**src/rtl/serial_arith_pkg.sv**
```systemverilog
// Shared types and sizing helpers for the bit-serial arithmetic cells.
package serial_arith_pkg;

    typedef enum logic [1:0] {
        IDLE  = 2'd0,
        SHIFT = 2'd1,
        DONE  = 2'd2
    } state_e;

    // Bit-counter width for a WIDTH-bit operation; never narrower than 1 bit.
    function automatic int unsigned cnt_width(input int unsigned w);
        return (w <= 1) ? 1 : $clog2(w);
    endfunction

endpackage

```
**src/rtl/full_subtractor_cell.sv**
```systemverilog
// One-bit full subtractor composed of two cascaded half-subtractor stages.
module full_subtractor_cell (
    input  logic a,
    input  logic b,
    input  logic bin,
    output logic diff,
    output logic bout
);

    logic hs1_diff;
    logic hs1_bout;
    logic hs2_bout;

    assign hs1_diff = a ^ b;
    assign hs1_bout = ~a & b;

    assign diff     = hs1_diff ^ bin;
    assign hs2_bout = ~hs1_diff & bin;

    assign bout     = hs1_bout | hs2_bout;

endmodule

```
**src/rtl/serial_subtractor.sv**
```systemverilog
// Bit-serial unsigned subtractor: diff = a - b mod 2^WIDTH, one bit per clock, LSB first.
module serial_subtractor
    import serial_arith_pkg::*;
#(
    parameter int WIDTH = 8
) (
    input  logic             clk,
    input  logic             rst,
    input  logic             start,
    input  logic [WIDTH-1:0] a,
    input  logic [WIDTH-1:0] b,
    output logic             busy,
    output logic             done,
    output logic [WIDTH-1:0] diff,
    output logic             borrow
);

    localparam int unsigned   CW   = cnt_width(WIDTH);
    localparam logic [CW-1:0] LAST = CW'(WIDTH - 1);

    state_e           state_q;
    logic [WIDTH-1:0] a_q;
    logic [WIDTH-1:0] b_q;
    logic [WIDTH-1:0] res_q;
    logic [WIDTH-1:0] res_d;
    logic             brw_q;
    logic [CW-1:0]    cnt_q;
    logic             busy_q;
    logic             done_q;
    logic [WIDTH-1:0] diff_q;
    logic             borrow_q;

    logic             cell_diff;
    logic             cell_bout;

    full_subtractor_cell u_cell (
        .a    (a_q[0]),
        .b    (b_q[0]),
        .bin  (brw_q),
        .diff (cell_diff),
        .bout (cell_bout)
    );

    // New result bit enters from the MSB side; written per-bit so WIDTH = 1 needs no slice.
    always_comb begin
        res_d            = res_q >> 1;
        res_d[WIDTH-1]   = cell_diff;
    end

    // DONE accepts start like IDLE so a held start yields one operation every WIDTH+1 cycles.
    always_ff @(posedge clk or posedge rst) begin
        if (rst) begin
            state_q  <= IDLE;
            a_q      <= '0;
            b_q      <= '0;
            res_q    <= '0;
            brw_q    <= 1'b0;
            cnt_q    <= '0;
            busy_q   <= 1'b0;
            done_q   <= 1'b0;
            diff_q   <= '0;
            borrow_q <= 1'b0;
        end else begin
            done_q <= 1'b0;
            case (state_q)
                IDLE, DONE: begin
                    if (start) begin
                        a_q     <= a;
                        b_q     <= b;
                        brw_q   <= 1'b0;
                        cnt_q   <= '0;
                        busy_q  <= 1'b1;
                        state_q <= SHIFT;
                    end else begin
                        state_q <= IDLE;
                    end
                end
                SHIFT: begin
                    a_q   <= a_q >> 1;
                    b_q   <= b_q >> 1;
                    res_q <= res_d;
                    brw_q <= cell_bout;
                    cnt_q <= cnt_q + CW'(1);
                    if (cnt_q == LAST) begin
                        diff_q   <= res_d;
                        borrow_q <= cell_bout;
                        busy_q   <= 1'b0;
                        done_q   <= 1'b1;
                        cnt_q    <= '0;
                        state_q  <= DONE;
                    end
                end
                default: state_q <= IDLE;
            endcase
        end
    end

    assign busy   = busy_q;
    assign done   = done_q;
    assign diff   = diff_q;
    assign borrow = borrow_q;

endmodule

```
**config.mk**
```make
export PLATFORM = sky130hd
export DESIGN_NAME = serial_subtractor
export DESIGN_NICKNAME = d
export VERILOG_FILES = /design/src/rtl/serial_arith_pkg.sv /design/src/rtl/full_subtractor_cell.sv /design/src/rtl/serial_subtractor.sv
export SDC_FILE = /design/constraint.sdc
export NUM_CORES = 1
export LEC_CHECK = 0
export BUFFER_PORTS_ARGS = -buffer_cell sky130_fd_sc_hd__buf_2
export CORE_UTILIZATION = 50
export CTS_BUF_LIST = sky130_fd_sc_hd__clkbuf_8
export CTS_CLUSTER_DIAMETER = 60
export DETAILED_ROUTE_END_ITERATION = 10
export PLACE_DENSITY = 0.79
export SLEW_MARGIN = 40
export SYNTH_ARGS = -nofsm -noshare
export SYNTH_HDL_FRONTEND = slang
export SYNTH_SLANG_ARGS = --single-unit
```
**constraint.sdc**
```tcl
create_clock -name clk -period 1.9 [get_ports clk]
set_clock_uncertainty 0.05 [all_clocks]
set_input_delay 0.19 -clock clk [delete_from_list [all_inputs] [get_ports clk]]
set_output_delay 0.19 -clock clk [all_outputs]
set_load 0.01 [all_outputs]
```
Word-level counts from Yosys, hierarchy flattened
Index checks and enable logic that the tools add are counted.
{"block": "op_classes", "reduce_logical": 6, "eq_ne": 5, "mux": 17, "bitwise": 7, "n_addsub": 1}
{"cell": "8-bit one-hot mux with 2 select lines", "count": 2}
{"cell": "8-bit two-way mux", "count": 2}
{"cell": "1-bit two-way mux", "count": 6}
{"cell": "3-bit two-way mux", "count": 2}
{"cell": "3-bit one-hot mux with 2 select lines", "count": 1}
{"cell": "2-bit inequality test (second input constant)", "count": 2}
{"cell": "1-bit one-hot mux with 2 select lines", "count": 2}
{"cell": "2-bit one-hot mux with 2 select lines", "count": 1}
{"cell": "2-bit AND reduction", "count": 2}
{"cell": "3-bit by 1-bit adder with 3-bit output (second input constant)", "count": 1}
{"cell": "3-bit equality test (second input constant)", "count": 1}
{"cell": "3-bit AND reduction", "count": 1}
{"cell": "1-bit AND", "count": 2}
{"cell": "2-bit by 1-bit equality test with 1-bit output (second input constant)", "count": 1}
{"cell": "2-bit equality test (second input constant)", "count": 1}
{"cell": "2-bit logical NOT", "count": 1}
{"cell": "2-bit two-way mux", "count": 1}
{"cell": "1-bit NOT", "count": 2}
{"cell": "2-bit nonzero test", "count": 1}
{"cell": "2-bit OR reduction", "count": 1}
{"cell": "1-bit bitwise XOR", "count": 2}
{"cell": "1-bit bitwise OR", "count": 1}
{"block": "totals", "wordCells": 46, "ff_bits": 41}

Depth between registers and ports, before layout
{"block": "depth", "depth_word": 5, "ltp_mapped": 5}

Hierarchy
A second synthesis with hierarchy kept.
{"block": "unflattened", "hier_cells": 159, "hier_area_um2": 1808.0}
{"module": "serial_subtractor", "area_each_um2": 1776.7, "instances": 1, "cells_each": 155}
{"module": "full_subtractor_cell", "area_each_um2": 31.3, "instances": 1, "cells_each": 4}

Worst setup path after synthesis
No wires, ideal clock.
{"block": "synth_path", "path_kind": "register -> register", "start": "reg cnt_q[0]", "end": "reg diff_q[0], in the netlist diff[0]", "path_stages_with_launch": 6, "setup_slack_ps": 381, "setup_time_ps": 125, "path_buffers": 1, "required_ps": 1725, "arrival_ps": 1343, "path_cell_list": "dfrtp_1 ha_1 ha_1 nand3b_4 buf_6 mux2_4"}
{"block": "synth_between", "elab_chain_cells": 2}
{"item": "start, declared", "line": "serial_subtractor.sv:27", "rtl": "logic [CW-1:0] cnt_q;"}
{"item": "start signal, assigned", "line": "serial_subtractor.sv:83", "rtl": "cnt_q <= cnt_q + CW'(1);"}
{"item": "3-bit equality test", "line": "serial_subtractor.sv:84", "rtl": "if (cnt_q == LAST) begin"}
{"item": "2-bit AND reduction (no source line)"}
{"item": "end signal, assigned", "line": "serial_subtractor.sv:85", "rtl": "diff_q <= res_d;"}
{"item": "end, declared", "line": "serial_subtractor.sv:30", "rtl": "logic [WIDTH-1:0] diff_q;"}
No other way between the ends.
A chain may end at the register's enable or synchronous reset.

Final worst setup path
{"block": "layout_path", "start": "reg cnt_q[0]", "end": "reg diff_q[6], in the netlist diff[6]"}
Same word-level chain as after synthesis.

==> flow_metrics.tcl <==
set metrics [dict create \
    status "finished, final reports clean" \
    clk_latency_ps 280 \
    slew_viol_final 0 \
    pre_cts_ws_ps 290 \
    postPlaceCellArea_um2 2120 \
    cts_tree "done" \
    ctsHtreeMaxLevel 2 \
    clk_pin_slew_ps 70 \
    fin_cells 221 \
    wire_per_inst_um 13.8 \
    tightest_slew_ps 538 \
    vias_per_cell 5.22 \
    grt_remaining_overflow 0 \
    grt_start_max_net_pins 41 \
    min_path_type "in -> reg" \
    clock-sinks 40 \
    cts-root-buf "clkbuf_8" \
    gp_congestion 0.706 \
    start_util_pct 53.2 \
    synthCells 142 \
    vdd_ir_drop_max_mv 0.676 \
    areaGrowthSynthToFinish_pct 12.4 \
    wl_um 3060 \
    grt-busiest-layer "met2" \
    num_io_pins 30 \
    cts_buffers 5 \
    grt.total_usage_pct 17.7 \
    layout-drive-gt1-share_pct 33.5 \
    drc_errors 0 \
    drtAntennaViolNets 0 \
    vias 1154 \
    row_count 22 \
    worstPathArrival_ps 1720 \
    synth_top_cell_by_area "dfrtp_1" \
    fin_nets 195 \
    clk_path_buf_depth 2 \
    p_leak_nw 1.14 \
    io_buffers 29 \
    setup_tns_ps 0 \
    fp.dieW_um 64.9 \
    drt_pass1_iterations 4 \
    die-height_um 64.9 \
    core-area_um2 3720 \
    dieArea_um2 4210 \
    grt_pass1_vias 1233 \
    path_class "reg -> reg" \
    synth_fp_nets 164 \
    synth_area_leaders "dfrtp_1 (51%), mux2i_1 (23%), mux2_4 (5.3%)" \
    synth-seq-cells 40 \
    final_cell_mix "mux2i_1 (45), dfrtp_1 (40), buf_2 (29)" \
    avgSynthCellArea_um2 13.9 \
    fin_crit_ps 1610 \
    yosysSeqAreaShare_pct 50.6 \
    antenna_found_initial 0 \
    met1_usage_pct 20.7 \
    final_area_um2 2220 \
    ys_types 23 \
    grt_pass1_wl_um 5610 \
    required_ps 2020 \
    finalPower_mw 3.38 \
    slew_headroom_pct 64.1 \
    fillers 305 \
    cap_violations 0 \
    endpoint_kind "register" \
    yosysTopAreaCellShare_pct 50.6 \
    setup_viol 0 \
    timing.final.hold_violations 0 \
    cp_max_fo 11 \
    finalCritPeriodShare_pct 84.5 \
    max_freq_ghz 0.623 \
    met2_usage_pct 31.8 \
    p_per_area_nw_per_um2 1520 \
    drtIter0Drc 70 \
    grt_use_met3_pct 3.70 \
    layout_commonest_cell "mux2i_1" \
    num_antenna_cells 0 \
    timing.final.ws_setup_ps 294 \
    hpwl_um 2130 \
    synth_area_um2 1980 \
    placed_cells 213 \
    rsz0062_at_grt "false" \
    yosys_warnings 0 \
    cp-start-kind "register" \
]
cell families (layout without fill, tap and decap cells):
kind of cell / count (synthesis) / after routing / synth area share [%]
muxes: 61 / 61 / 33.2
DFF: 40 / 40 / 50.6
buffers and inverters: 17 / 48 / 6.20
and+or+nand+nor: 12 / 12 / 4.43
AOI/OAI and AO/OA: 9 / 9 / 3.29
adders and majority gates: 3 / 3 / 2.28
metrics by stage:
step	util, %	hold WS, ps
2_1_floorplan	-	337
3_3_place_gp	57.0	276
3_5_place_dp	57.0	288
4_1_cts	59.8	147
5_1_grt	59.8	146
6_report	59.8	149
path summary, 6_finish.rpt:
path	start	endpoint	slack (ps)	cells after the start
setup / recovery	cnt_q[0]	diff[6]	290	4
hold / removal	a[3]	a_q[3]	150	3
setup reg to reg	cnt_q[0]	diff[6]	290	4
hold reg to reg	diff[3]	diff[3]	460	1
max in group asynchronous	rst	diff[2]	930	4
min in group asynchronous	rst	borrow	520	4
critical path: stages (launching register included):
cell and delay [ps]:
dfrtp_1 400, ha_1 210, ha_1 250, nand3b_4 220, mux2_2 370
sequential cells by signal (all words and copies together) (netlist names):
signal   flops
busy         1
a_q          8
diff         8
done         1
brw_q        1
state_q      2
cnt_q        3
b_q          8
borrow       1
res_q        7
where the power goes:
group	internal, mW	switching (mW)	total, mW	leakage [nW]
clock	0.323	0.262	0.585	0.0503
combinational	0.739	0.561	1.30	0.600
sequential	1.25	0.255	1.50	0.490
total	2.31	1.08	3.38	1.14
Yosys cell counts:
cell	count
nor4b_1	1
mux2_4	7
a31o_2	1
mux2_2	9
nor2b_1	2
buf_4	2
nand2b_1	4
nor2_1	1
buf_6	5
buf_2	2
o21ai_0	4
fa_1	1
buf_8	1
nand3_1	2
nand3b_4	1
a32o_1	2
mux2i_1	45
a22o_1	1
nor3b_1	1
inv_1	7
ha_1	2
dfrtp_1	40
o21bai_1	1
layer usage:
| layer | vias to the layer above | wire (µm) |
|---|---|---|
| li1 | 558 | - |
| met1 | 570 | 1360 |
| met2 | 22 | 1590 |
| met3 | 4 | 92 |
| met4 | 0 | 20 |
| met5 | - | 0 |
timing repair:
item | 4_1_cts | 5_1_grt
gates resized for setup | 0 | 0
setup buffers | 0 | 0
hold buffers | 1 | 0
hold endpoints to repair | 40 | 0
layout make-up:
cell class                      count  area [µm²]  area share, %
Sequential cell                    40        1000           45.0
Multi-Input combinational cell     85         855           38.4
Timing Repair Buffer               34         185           8.33
Clock buffer                        7        96.3           4.33
Tap cell                           48        60.1           2.70
Inverter                            7        26.3           1.18
No activity file was read; power rests on OpenSTA's default activity.
